==> src/rtl/uart_tx_fifo.sv <==
// Byte FIFO feeding a UART transmitter: buffers host writes, launches one frame
// at a time with tx_start/tx_data held until the transmitter's done pulse arrives.
module uart_tx_fifo #(
    parameter int DEPTH = 16,
    parameter int AW    = 4
) (
    input  logic          clk,
    input  logic          rst,
    input  logic          tx_en,
    input  logic          wr_en,
    input  logic [7:0]    wr_data,
    output logic          full,
    output logic          empty,
    output logic [AW:0]   count,
    output logic          overflow,
    output logic          tx_start,
    output logic [7:0]    tx_data,
    input  logic          tx_done,
    output logic [15:0]   frames_sent
);

    typedef enum logic [1:0] {IDLE, LOAD, SEND, GAP} state_t;

    state_t        state_q, state_d;
    logic [7:0]    mem_q [DEPTH];
    logic [AW-1:0] wr_ptr_q, wr_ptr_d, rd_ptr_q, rd_ptr_d;
    logic [AW:0]   count_q, count_d;
    logic          overflow_q, overflow_d;
    logic          tx_start_q, tx_start_d;
    logic [7:0]    tx_data_q, tx_data_d;
    logic [15:0]   frames_q, frames_d;
    logic          done_s1_q, done_s1_d, done_s2_q, done_s2_d, done_prev_q, done_prev_d;
    logic          done_rise, pop, wr_accept;

    assign full        = (count_q == (AW+1)'(DEPTH));
    assign empty       = (count_q == '0);
    assign count       = count_q;
    assign overflow    = overflow_q;
    assign tx_start    = tx_start_q;
    assign tx_data     = tx_data_q;
    assign frames_sent = frames_q;

    // tx_done comes from the tx_clk domain; only the synchronized copy is used.
    assign done_rise = done_s2_q & ~done_prev_q;

    always_comb begin
        state_d     = state_q;
        tx_start_d  = tx_start_q;
        tx_data_d   = tx_data_q;
        frames_d    = frames_q;
        pop         = 1'b0;
        done_s1_d   = tx_done;
        done_s2_d   = done_s1_q;
        done_prev_d = done_s2_q;
        unique case (state_q)
            IDLE: begin
                tx_start_d = 1'b0;
                if (tx_en && !empty) begin
                    pop       = 1'b1;
                    tx_data_d = mem_q[rd_ptr_q];
                    state_d   = LOAD;
                end
            end
            LOAD: begin
                tx_start_d = 1'b1;
                state_d    = SEND;
            end
            SEND: begin
                if (done_rise) begin
                    tx_start_d = 1'b0;
                    frames_d   = frames_q + 16'd1;
                    state_d    = GAP;
                end
            end
            GAP: begin
                // a long done pulse must fall before the next frame may count
                if (!done_s2_q) state_d = IDLE;
            end
            default: state_d = IDLE;
        endcase

        wr_accept  = wr_en && (!full || pop);
        overflow_d = overflow_q | (wr_en & full & ~pop);
        wr_ptr_d   = wr_accept ? wr_ptr_q + AW'(1) : wr_ptr_q;
        rd_ptr_d   = pop ? rd_ptr_q + AW'(1) : rd_ptr_q;
        count_d    = count_q;
        if (wr_accept && !pop)      count_d = count_q + (AW+1)'(1);
        else if (!wr_accept && pop) count_d = count_q - (AW+1)'(1);
    end

    always_ff @(posedge clk) begin
        if (wr_accept) mem_q[wr_ptr_q] <= wr_data;
    end

    always_ff @(posedge clk or negedge rst) begin
        if (!rst) begin
            state_q     <= IDLE;
            wr_ptr_q    <= '0;
            rd_ptr_q    <= '0;
            count_q     <= '0;
            overflow_q  <= 1'b0;
            tx_start_q  <= 1'b0;
            tx_data_q   <= 8'h00;
            frames_q    <= 16'd0;
            done_s1_q   <= 1'b0;
            done_s2_q   <= 1'b0;
            done_prev_q <= 1'b0;
        end else begin
            state_q     <= state_d;
            wr_ptr_q    <= wr_ptr_d;
            rd_ptr_q    <= rd_ptr_d;
            count_q     <= count_d;
            overflow_q  <= overflow_d;
            tx_start_q  <= tx_start_d;
            tx_data_q   <= tx_data_d;
            frames_q    <= frames_d;
            done_s1_q   <= done_s1_d;
            done_s2_q   <= done_s2_d;
            done_prev_q <= done_prev_d;
        end
    end

endmodule

==> config.mk <==
export PLATFORM = sky130hd
export DESIGN_NAME = uart_tx_fifo
export DESIGN_NICKNAME = d
export VERILOG_FILES = /design/src/rtl/uart_tx_fifo.sv
export SDC_FILE = /design/constraint.sdc
export NUM_CORES = 1
export LEC_CHECK = 0
export ABC_AREA = 1
export CORE_UTILIZATION = 50
export CTS_BUF_LIST = sky130_fd_sc_hd__clkbuf_8
export DETAILED_ROUTE_END_ITERATION = 7
export PLACE_DENSITY_LB_ADDON = 0.2
export SLEW_MARGIN = 20
export SYNTH_ARGS = -nofsm -noshare
export SYNTH_HDL_FRONTEND = slang
export SYNTH_SLANG_ARGS = --single-unit
export TNS_END_PERCENT = 20
==> constraint.sdc <==
create_clock -name clk -period 4.87 [get_ports clk]
set_input_delay 0.974 -clock clk [delete_from_list [all_inputs] [get_ports clk]]
set_output_delay 0.974 -clock clk [all_outputs]
set_load 0.1 [all_outputs]
==> results of run 1 <==
==> power groups by stage <==
| stage | clock (µW) | sequential, µW | combinational [µW] |
|---|---|---|---|
| floorplan | 0 | 2440 | 1200 |
| global placement | 0 | 1970 | 2160 |
| detailed placement | 0 | 1980 | 2190 |
| CTS | 1170 | 1950 | 2200 |
| global route | 1230 | 1970 | 2400 |
| finish | 1150 | 1950 | 2200 |
==> layer usage <==
metal	routed length (µm)	share of wire (%)	GRT usage, %
met1	7359	42	30.27
met2	8423	49	37.06
met3	1124	6.5	5.968
met4	425	2.5	9.343
met5	0	0	0
==> registers in the layout, indices dropped and copies added (netlist names) <==
name         flops
done_prev_q      1
overflow         1
done_s1_q        1
wr_ptr_q         4
mem_q          128
tx_data          8
count            5
frames_sent     16
rd_ptr_q         4
done_prev_d      1
tx_start         1
state_q          2
==> through the flow <==
step	worst slack, ns	utilization [%]	power, µW
global placement	1.516	55.73	4124
CTS	1.328	58.76	5320
floorplan	0.9958	-	3644
global route	1.262	58.77	5595
detailed placement	1.423	55.73	4165
finish	1.367	58.77	5298
==> layout make-up <==
class / instances / area (µm²) / share of cell area [%]
Tap cell: 211 / 264.0 / 2.933
Clock buffer: 17 / 234.0 / 2.599
Clock inverter: 15 / 230.2 / 2.558
Timing Repair Buffer: 58 / 545.5 / 6.061
Inverter: 136 / 510.5 / 5.671
Multi-Input combinational cell: 462 / 2271 / 25.23
Sequential cell: 172 / 4946 / 54.95
==> worst max-delay path, delay by kind of cell (launching register included) <==
family,cells,cell delay [ns]
flops,1,0.42
simple gates,3,0.34
buf+inv,3,1.30
==> worst max path at each step <==
stage / end / depth (start not counted) / startpoint / slack, ns
after floorplan: full / 2 / count[4] / 1.0
after global placement: count[4] / 14 / tx_en / 1.52
after detailed placement: count[4] / 14 / tx_en / 1.42
after CTS: empty / 6 / count[1] / 1.33
after global routing: empty / 6 / count[1] / 1.26
final: empty / 6 / count[1] / 1.37
==> kinds of logic after synthesis <==
group | Yosys count | synth area share (%)
compound gates | 21 | 1.520
xor+xnor | 19 | 2.106
fa+ha+maj | 17 | 2.787
buf+inv | 166 | 8.743
flops | 172 | 62.59
mux | 1 | 0.1425
simple gates | 404 | 22.11
==> placed cells by master (no fill, tap or decap), types with 2 or more instances in the layout <==
cell type / instances
bufinv_16: 6
nor2_1: 8
o21ai_1: 3
inv_1: 135
ha_1: 16
clkbuf_8: 17
nand4_1: 3
nand3_1: 106
nor2_2: 3
clkdlybuf4s50_1: 44
clkinv_2: 3
nor2_4: 2
clkinvlp_4: 2
o21ai_0: 10
inv_2: 3
xor2_1: 13
nand2_2: 4
nor3_1: 18
edfxtp_1: 128
a21oi_1: 4
buf_4: 14
dfrtp_1: 43
o21bai_1: 2
xnor2_1: 6
nand2_1: 254
==> results by group, run 1 <==
Clock tree
  – Clk pin slew, worst setup/hold paths: 0.08 ns
  – TritonCTS Buffers: 17
  – Post-CTS setup buffers: 0
  – Worst skew pair latency: 0.47 ns
  – Clock Path Buffers: 2
  – Root buffer cell: clkbuf_8
  – CTS tree: done
  – Clk sinks: 172
  – Hold_buf cts: 0
  – Resize count post-CTS: 0
  – H-tree Lvls: 4

Timing
  – Worst Max-Slew Pin Slew: 1.072 ns
  – Setup Skew: 0.01143 ns
  – Final setup viols: 0
  – Relative slew slack: 27.98%
  – Hold Vio Cnt, Final: 0
  – Setup total negative slack: 0 ns
  – Max-slew violation total from the final report: 0
  – RSZ-0062 raised after global routing: no
  – Fin crit period: 3.503 ns
  – Hold slack: 0.3552 ns
  – Final Cycle Share: 71.93%
  – F_max: 0.2855 GHz

GRT
  – First-pass GRT wire length: 27860 µm
  – Vias in the first global route: 5314
  – Grt ovf: 0
  – All-layer global routing usage: 23.14%
  – Largest net degree at the start of global routing: 68
  – Initial antenna violation count: 0

Power and ir drop
  – Sequential Power Share: 36.7%
  – Power per cell area: 588.6 nW/µm²
  – Leakage: 0.004009 µW
  – Clk pwr share: 21.7%
  – Power share of the combinational group: 41.5%
  – Sw Pwr: 2260 µW
  – Internal power: 3038 µW
  – Peak VDD IR: 0.6003 mV
  – Sw Ratio: 42.66%

Die
  – Top Ports: 46
  – Placeable core area: 15310 µm²
  – Initial Util: 51.58%
  – Die outline area: 16310 µm²
  – Std-Cell Rows: 45
  – Die Y-Extent: 127.7 µm
  – DIE WIDTH: 127.7 µm

Setup path
  – Reg2reg start: state_q[0]
  – Setup slack, reg-to-reg: 2.13 ns
  – Critical path startpoint category: register
  – Worst-path cell chain: inv_1 -> nand2_2 -> nor3_4 -> nand2_2 -> inv_1 -> clkdlybuf4s50_1
  – Crit. End Element: primary output
  – CP Class: register to primary output
  – Required @ worst endpoint: 3.90 ns
  – CP Max Fanout: 4
  – CP arrival: 2.53 ns
  – Worst reg2reg path depth: 12
  – Worst r2r dst: count[4]
  – Crit-path max cell delay: 1.12 ns
  – CP max-delay cell: clkdlybuf4s50_1

Yosys
  – Largest area contributor in the netlist: edfxtp_1
  – Ys flop type: edfxtp_1
  – Post-synthesis register bit count: 172
  – Synth top cells by count: 254 x nand2_1, 132 x inv_1, 128 x edfxtp_1, 106 x nand3_1, 44 x dfrtp_1
  – Async SR Flop Fraction: 25.58%
  – Synth top area share: 48.65%
  – Number of synthesized flops with an enable pin: 128
  – Syn avg cell area: 9.875 µm²
  – Sequential area share after synthesis: 62.59%
  – Largest cells by area after synthesis: edfxtp_1 49%, dfrtp_1 14%, nand2_1 12%, nand3_1 6.7%, inv_1 6.3%
  – Synth cell types: 34
  – Cell with the most instances after synthesis: nand2_1
  – Mapped cell area: 7900 µm²
  – Synth Warn #: 0
  – Syn_nets: 830
  – Syn Inst Count: 800

Route
  – Via count: 5370
  – Routed vias/inst: 5.014
  – Wire per inst: 16.18 µm
  – Drt total wl: 17330 µm
  – DRT antenna net count: 0
  – Initial DRC Count: 502
  – # DRC: 0
  – Drt pass-1 iters: 6

Run
  – Max Cap Viol: 0

Final layout
  – Fillers: 1307
  – Layout cell share with drive strength beyond 1: 7.326%
  – Fin cells: 1071
  – Area growth from synthesis to layout: 13.94%
  – Final Net Count: 877
  – Ant. Diodes: 0
  – Finished Cell Area: 9001 µm²

Place
  – Placed cell count: 1039
  – Area post-placement: 8534 µm²
  – Routability cong.: 0.8763
  – Post-detail-place hpwl: 11410 µm
  – Port Buffers: 45

Worst hold path
  – Hold Path Cell Cnt: 0
  – Hold Path Class: register to register
  – Hold Startpoint: done_s1_q
  – Hold worst-path end: done_prev_d

Status
  – Status: completed
(Power assumes the default switching activity.)
==> inputs of run 2 (changes only) <==
==> constraint.sdc (replaced) <==
create_clock -name clk -period 3.38 [get_ports clk]
set_input_delay 0.676 -clock clk [delete_from_list [all_inputs] [get_ports clk]]
set_output_delay 0.676 -clock clk [all_outputs]
set_load 0.1 [all_outputs]
==> results by group, run 2 (same netlist as run 1, synthesis figures left out) <==
Status
  – Status: completed

Die
  – Std-Cell Rows: 45
  – Placeable core area: 15310 µm²
  – Die Y-Extent: 127.7 µm
  – Die outline area: 16310 µm²
  – Initial Util: 51.58%
  – Top Ports: 46
  – DIE WIDTH: 127.7 µm

Route
  – DRT antenna net count: 0
  – Via count: 5412
  – Initial DRC Count: 458
  – Routed vias/inst: 5.011
  – Drt pass-1 iters: 7
  – Wire per inst: 15.27 µm
  – # DRC: 0
  – Drt total wl: 16490 µm

Power and ir drop
  – Peak VDD IR: 0.6654 mV
  – Leakage: 0.004082 µW
  – Sw Ratio: 44.14%
  – Power per cell area: 834.3 nW/µm²
  – Internal power: 4163 µW
  – Sequential Power Share: 37.3%
  – Power share of the combinational group: 43.1%
  – Sw Pwr: 3290 µW
  – Total Power: 7453 µW
  – Clk pwr share: 19.6%

Run
  – Max Cap Viol: 0

Place
  – Post-detail-place hpwl: 10810 µm
  – Routability cong.: 0.8404
  – Port Buffers: 45
  – DP Worst Slack: 0.2458 ns
  – Placed cell count: 1048

Final layout
  – Fin cells: 1080
  – Ant. Diodes: 0
  – Largest reg by FF count: mem_q
  – Area growth from synthesis to layout: 13.08%
  – Most frequent cells in the layout: 254 x nand2_1, 134 x inv_1, 128 x edfxtp_1
  – Final Net Count: 886
  – Number of flip-flops under the largest register name: 128
  – Layout cell share with drive strength beyond 1: 11.97%
  – Commonest non-fill, non-tap cell in the layout: nand2_1

Timing
  – Hold Vio Cnt, Final: 0
  – F_max: 0.3727 GHz
  – Setup total negative slack: 0 ns
  – Setup Skew: 0.01277 ns
  – Hold slack: 0.2004 ns
  – Fin crit period: 2.683 ns
  – Max-slew violation total from the final report: 0
  – Relative slew slack: 32.87%
  – Final setup viols: 0
  – RSZ-0062 raised after global routing: no
  – Worst Max-Slew Pin Slew: 1.001 ns
  – Worst setup margin: 0.6969 ns
  – Final Cycle Share: 79.38%

Clock tree
  – Hold_buf cts: 0
  – TritonCTS Buffers: 17
  – Clk sinks: 172
  – Clk pin slew, worst setup/hold paths: 0.08 ns
  – Post-CTS setup buffers: 0
  – H-tree Lvls: 4
  – CTS tree: done
  – Resize count post-CTS: 0
  – Clock Path Buffers: 2
  – Root buffer cell: clkbuf_8
  – Worst skew pair latency: 0.46 ns

Setup path
  – Setup slack, reg-to-reg: 0.70 ns
  – Reg2reg start: state_q[0]
  – Crit. End Element: register
  – CP arrival: 3.04 ns
  – CP Class: register to register
  – CP Max Fanout: 7
  – Critical path startpoint category: register
  – Required @ worst endpoint: 3.74 ns
  – Worst reg2reg path depth: 15
  – Worst r2r dst: count[4]

GRT
  – Initial antenna violation count: 0
  – Largest net degree at the start of global routing: 67
  – Grt ovf: 0
  – Vias in the first global route: 5256
  – First-pass GRT wire length: 26830 µm
  – All-layer global routing usage: 21.97%

Worst hold path
  – Hold Path Class: primary input to asynchronous set/reset pin
[run 2: cell count changes in the layout (fill, tap and decap cells not counted)]
cell and change:
clkdlybuf4s50_1 -33, bufinv_16 -3, clkinv_2 -1, clkinv_1 +2
inv_1 -1, clkbuf_8 +1, buf_4 +42, clkinvlp_4 -1
nor4_4 +1, inv_4 +1, nor4_2 -1, clkinv_4 +2
[run 2: power by group through the flow]
stage / clock network, µW / registers, µW / logic [µW]
floorplan: 0 / 3520 / 1740
global placement: 0 / 2820 / 3150
detailed placement: 0 / 2830 / 3220
CTS: 1480 / 2780 / 3230
global route: 1560 / 2820 / 3520
finish: 1460 / 2780 / 3210
[run 2: how the worst max path moves through the flow]
stage / startpoint / endpoint / slack, ns / cells after the start
2_1_floorplan: count[1] / count[4] / 0.30 / 15
3_3_place_gp: tx_en / count[4] / 0.36 / 14
3_5_place_dp: tx_en / count[4] / 0.25 / 14
4_1_cts: state_q[0] / count[4] / 0.69 / 15
5_1_grt: state_q[0] / count[4] / 0.35 / 15
6_report: state_q[0] / count[4] / 0.70 / 15
[run 2: metal layers]
metal,global-route usage [%],share of wire [%]
met5,0,0
met4,9.135,2.5
met3,3.881,4.9
met2,36.42,49
met1,28.75,44
[run 2: worst max-delay path: stages, from the launching register on]
cell and delay, ns:
dfrtp_1 0.42, inv_1 0.12, ha_1 0.23, inv_1 0.07, o211ai_2 0.17, nand2_1 0.09
inv_1 0.12, ha_1 0.21, inv_1 0.14, ha_1 0.34, a21oi_1 0.12, o21ai_0 0.14
a21oi_1 0.19, o21ai_0 0.11, nand2_1 0.07, nand2_1 0.04
[run 2: final cells by class]
| type | instances | area, µm² |
|---|---|---|
| fill | 1316 | 6381 |
| sequential | 172 | 4946 |
| multi-input combinational | 462 | 2280 |
| timing repair buffer | 67 | 530.5 |
| inverter | 136 | 510.5 |
| tap | 211 | 264.0 |
| clock buffer | 18 | 247.7 |
| clock inverter | 14 | 155.1 |
[run 2: stage by stage]
stage                     instance area [µm²]  util [%]
after floorplan                          7915         -
after global placement                   8528     55.69
after detailed placement                 8528     55.69
after CTS                                8931     58.32
after global routing                     8934     58.33
final                                    8934     58.33
==> inputs of run 3 (changes only) <==
==> constraint.sdc (replaced) <==
create_clock -name clk -period 2.6 [get_ports clk]
set_input_delay 0.52 -clock clk [delete_from_list [all_inputs] [get_ports clk]]
set_output_delay 0.52 -clock clk [all_outputs]
set_load 0.1 [all_outputs]
==> results by group, run 3 (same netlist as run 1, synthesis figures left out) <==
Run
  – Max Cap Viol: 0

Power and ir drop
  – Peak VDD IR: 1.059 mV
  – Leakage: 0.004159 µW
  – Power per cell area: 1115 nW/µm²

Worst hold path
  – Hold Path Class: primary input to asynchronous set/reset pin

Die
  – Placeable core area: 15310 µm²
  – Top Ports: 46
  – Die Y-Extent: 127.7 µm
  – Initial Util: 51.58%
  – DIE WIDTH: 127.7 µm
  – Std-Cell Rows: 45
  – Die outline area: 16310 µm²

Clock tree
  – Root buffer cell: clkbuf_8
  – H-tree Lvls: 4
  – Hold_buf cts: 0
  – Clock Path Buffers: 2
  – CTS tree: done
  – Clk pin slew, worst setup/hold paths: 0.09 ns
  – TritonCTS Buffers: 17
  – Worst skew pair latency: 0.47 ns
  – Clk sinks: 172

Route
  – Routed vias/inst: 4.951
  – Drt pass-1 iters: 5
  – DRT antenna net count: 0
  – Wire per inst: 15.32 µm
  – # DRC: 0
  – Initial DRC Count: 497
  – Via count: 5392
  – Drt total wl: 16680 µm

Setup path
  – CP arrival: 2.77 ns
  – CP bufs+invs: 3
  – Worst-path cell chain: inv_2 -> nand2_2 -> nor3_4 -> o211ai_2 -> nand2_1 -> inv_1 -> ha_1 -> buf_4 -> fa_1 -> o21ai_2 -> a21oi_2 -> o211ai_1 -> nand2_1
  – Critical path startpoint category: register
  – CP Max Fanout: 4
  – Reg2reg start: count[0]
  – CP dominant cell by count: nand2_1
  – Required @ worst endpoint: 2.96 ns
  – Top delay family on crit path: adder cells
  – CP max-delay cell: dfrtp_4
  – CP Class: register to register
  – Worst Setup SP: count[0]
  – Crit-path max cell delay: 0.51 ns
  – Crit. End Element: register

GRT
  – Initial antenna violation count: 0
  – Grt ovf: 0
  – First-pass GRT wire length: 26720 µm
  – Largest net degree at the start of global routing: 67
  – All-layer global routing usage: 22.24%
  – Vias in the first global route: 5211

Status
  – Status: completed

Timing
  – Worst Max-Slew Pin Slew: 0.7408 ns
  – Fin crit period: 2.404 ns
  – Worst setup margin: 0.1958 ns
  – Hold Vio Cnt, Final: 0
  – Final Cycle Share: 92.47%
  – F_max: 0.4159 GHz
  – Setup Skew: 0.01086 ns
  – Relative slew slack: 50.61%
  – Max-slew violation total from the final report: 0
  – RSZ-0062 raised after global routing: no
  – Final setup viols: 0

Place
  – Port Buffers: 45
  – Routability cong.: 0.8192
  – DP Worst Slack: -0.2094 ns
  – Post-detail-place hpwl: 10680 µm

Final layout
  – Commonest non-fill, non-tap cell in the layout: nand2_1
  – Final Net Count: 895
  – Layout cell share with drive strength beyond 1: 14.69%
  – Area growth from synthesis to layout: 15.38%
  – Number of flip-flops under the largest register name: 128
  – Ant. Diodes: 0
  – Most frequent cells in the layout: 254 x nand2_1, 129 x inv_1, 128 x edfxtp_1
  – Fin util: 59.52%
  – Largest reg by FF count: mem_q
==> run 3: cell types whose count changed in the layout (fill, tap and decap cells not counted), sizes merged <==
cell | previous run | this run
clkinv | 8 | 6
buf | 56 | 65
clkinvlp | 1 | 0
bufinv | 3 | 6
==> run 3: routing by layer <==
layer  share of wire [%]  global-route usage (%)  routed length [µm]  up-vias
li1                    -                       -                   -     2684
met1                  44                   28.38                7331     2582
met2                  50                   36.84                8321      100
met3                 3.4                   3.715                 570       26
met4                 2.7                   11.49                 458        0
met5                   0                       0                   0        -
==> run 3: final cells by class <==
class	count	area, µm²
well taps	211	264.0
multi-input cells	462	2293
clock inverters	14	221.5
clock buffers	18	247.7
flip-flops and latches	172	4957
repair buffers	76	620.6
fillers	1315	6200
inverters	136	510.5
==> run 3: stage by stage <==
step           cells  hold WS, ns  power (µW)  instance area [µm²]  setup TNS [ns]
6_report        1089     0.008729       10160                 9115               0
5_1_grt         1089      0.03062       10740                 9115               0
4_1_cts         1089      0.01138       10160                 9101               0
3_5_place_dp    1057       0.3389        7980                 8632         -0.2196
3_3_place_gp    1057       0.3366        7872                 8632        -0.09000
2_1_floorplan    800       0.2244        6859                 7926               0
==> run 3: path summary, 6_finish.rpt <==
path / depth (start not counted) / slack, ns / endpoint
setup / recovery: 13 / 0.20 / count[4]
hold / removal: 1 / 0.009 / done_s1_q
setup reg to reg: 13 / 0.20 / count[4]
hold reg to reg: 0 / 0.36 / done_prev_d
max in group asynchronous: 2 / 1.88 / rd_ptr_q[0]
min in group clk: 0 / 0.36 / done_prev_d
==> run 3: what timing repair did <==
action,CTS,global route
setup buffers,0,0
gates resized for setup,0,7
endpoints found under the setup margin,0,1
==> run 3: power breakdown <==
group / internal, µW / switching [µW] / total, µW
Clock: 1250 / 947 / 2200
Sequential: 3360 / 285 / 3650
Combinational: 1190 / 3120 / 4310
Total: 5810 / 4350 / 10200
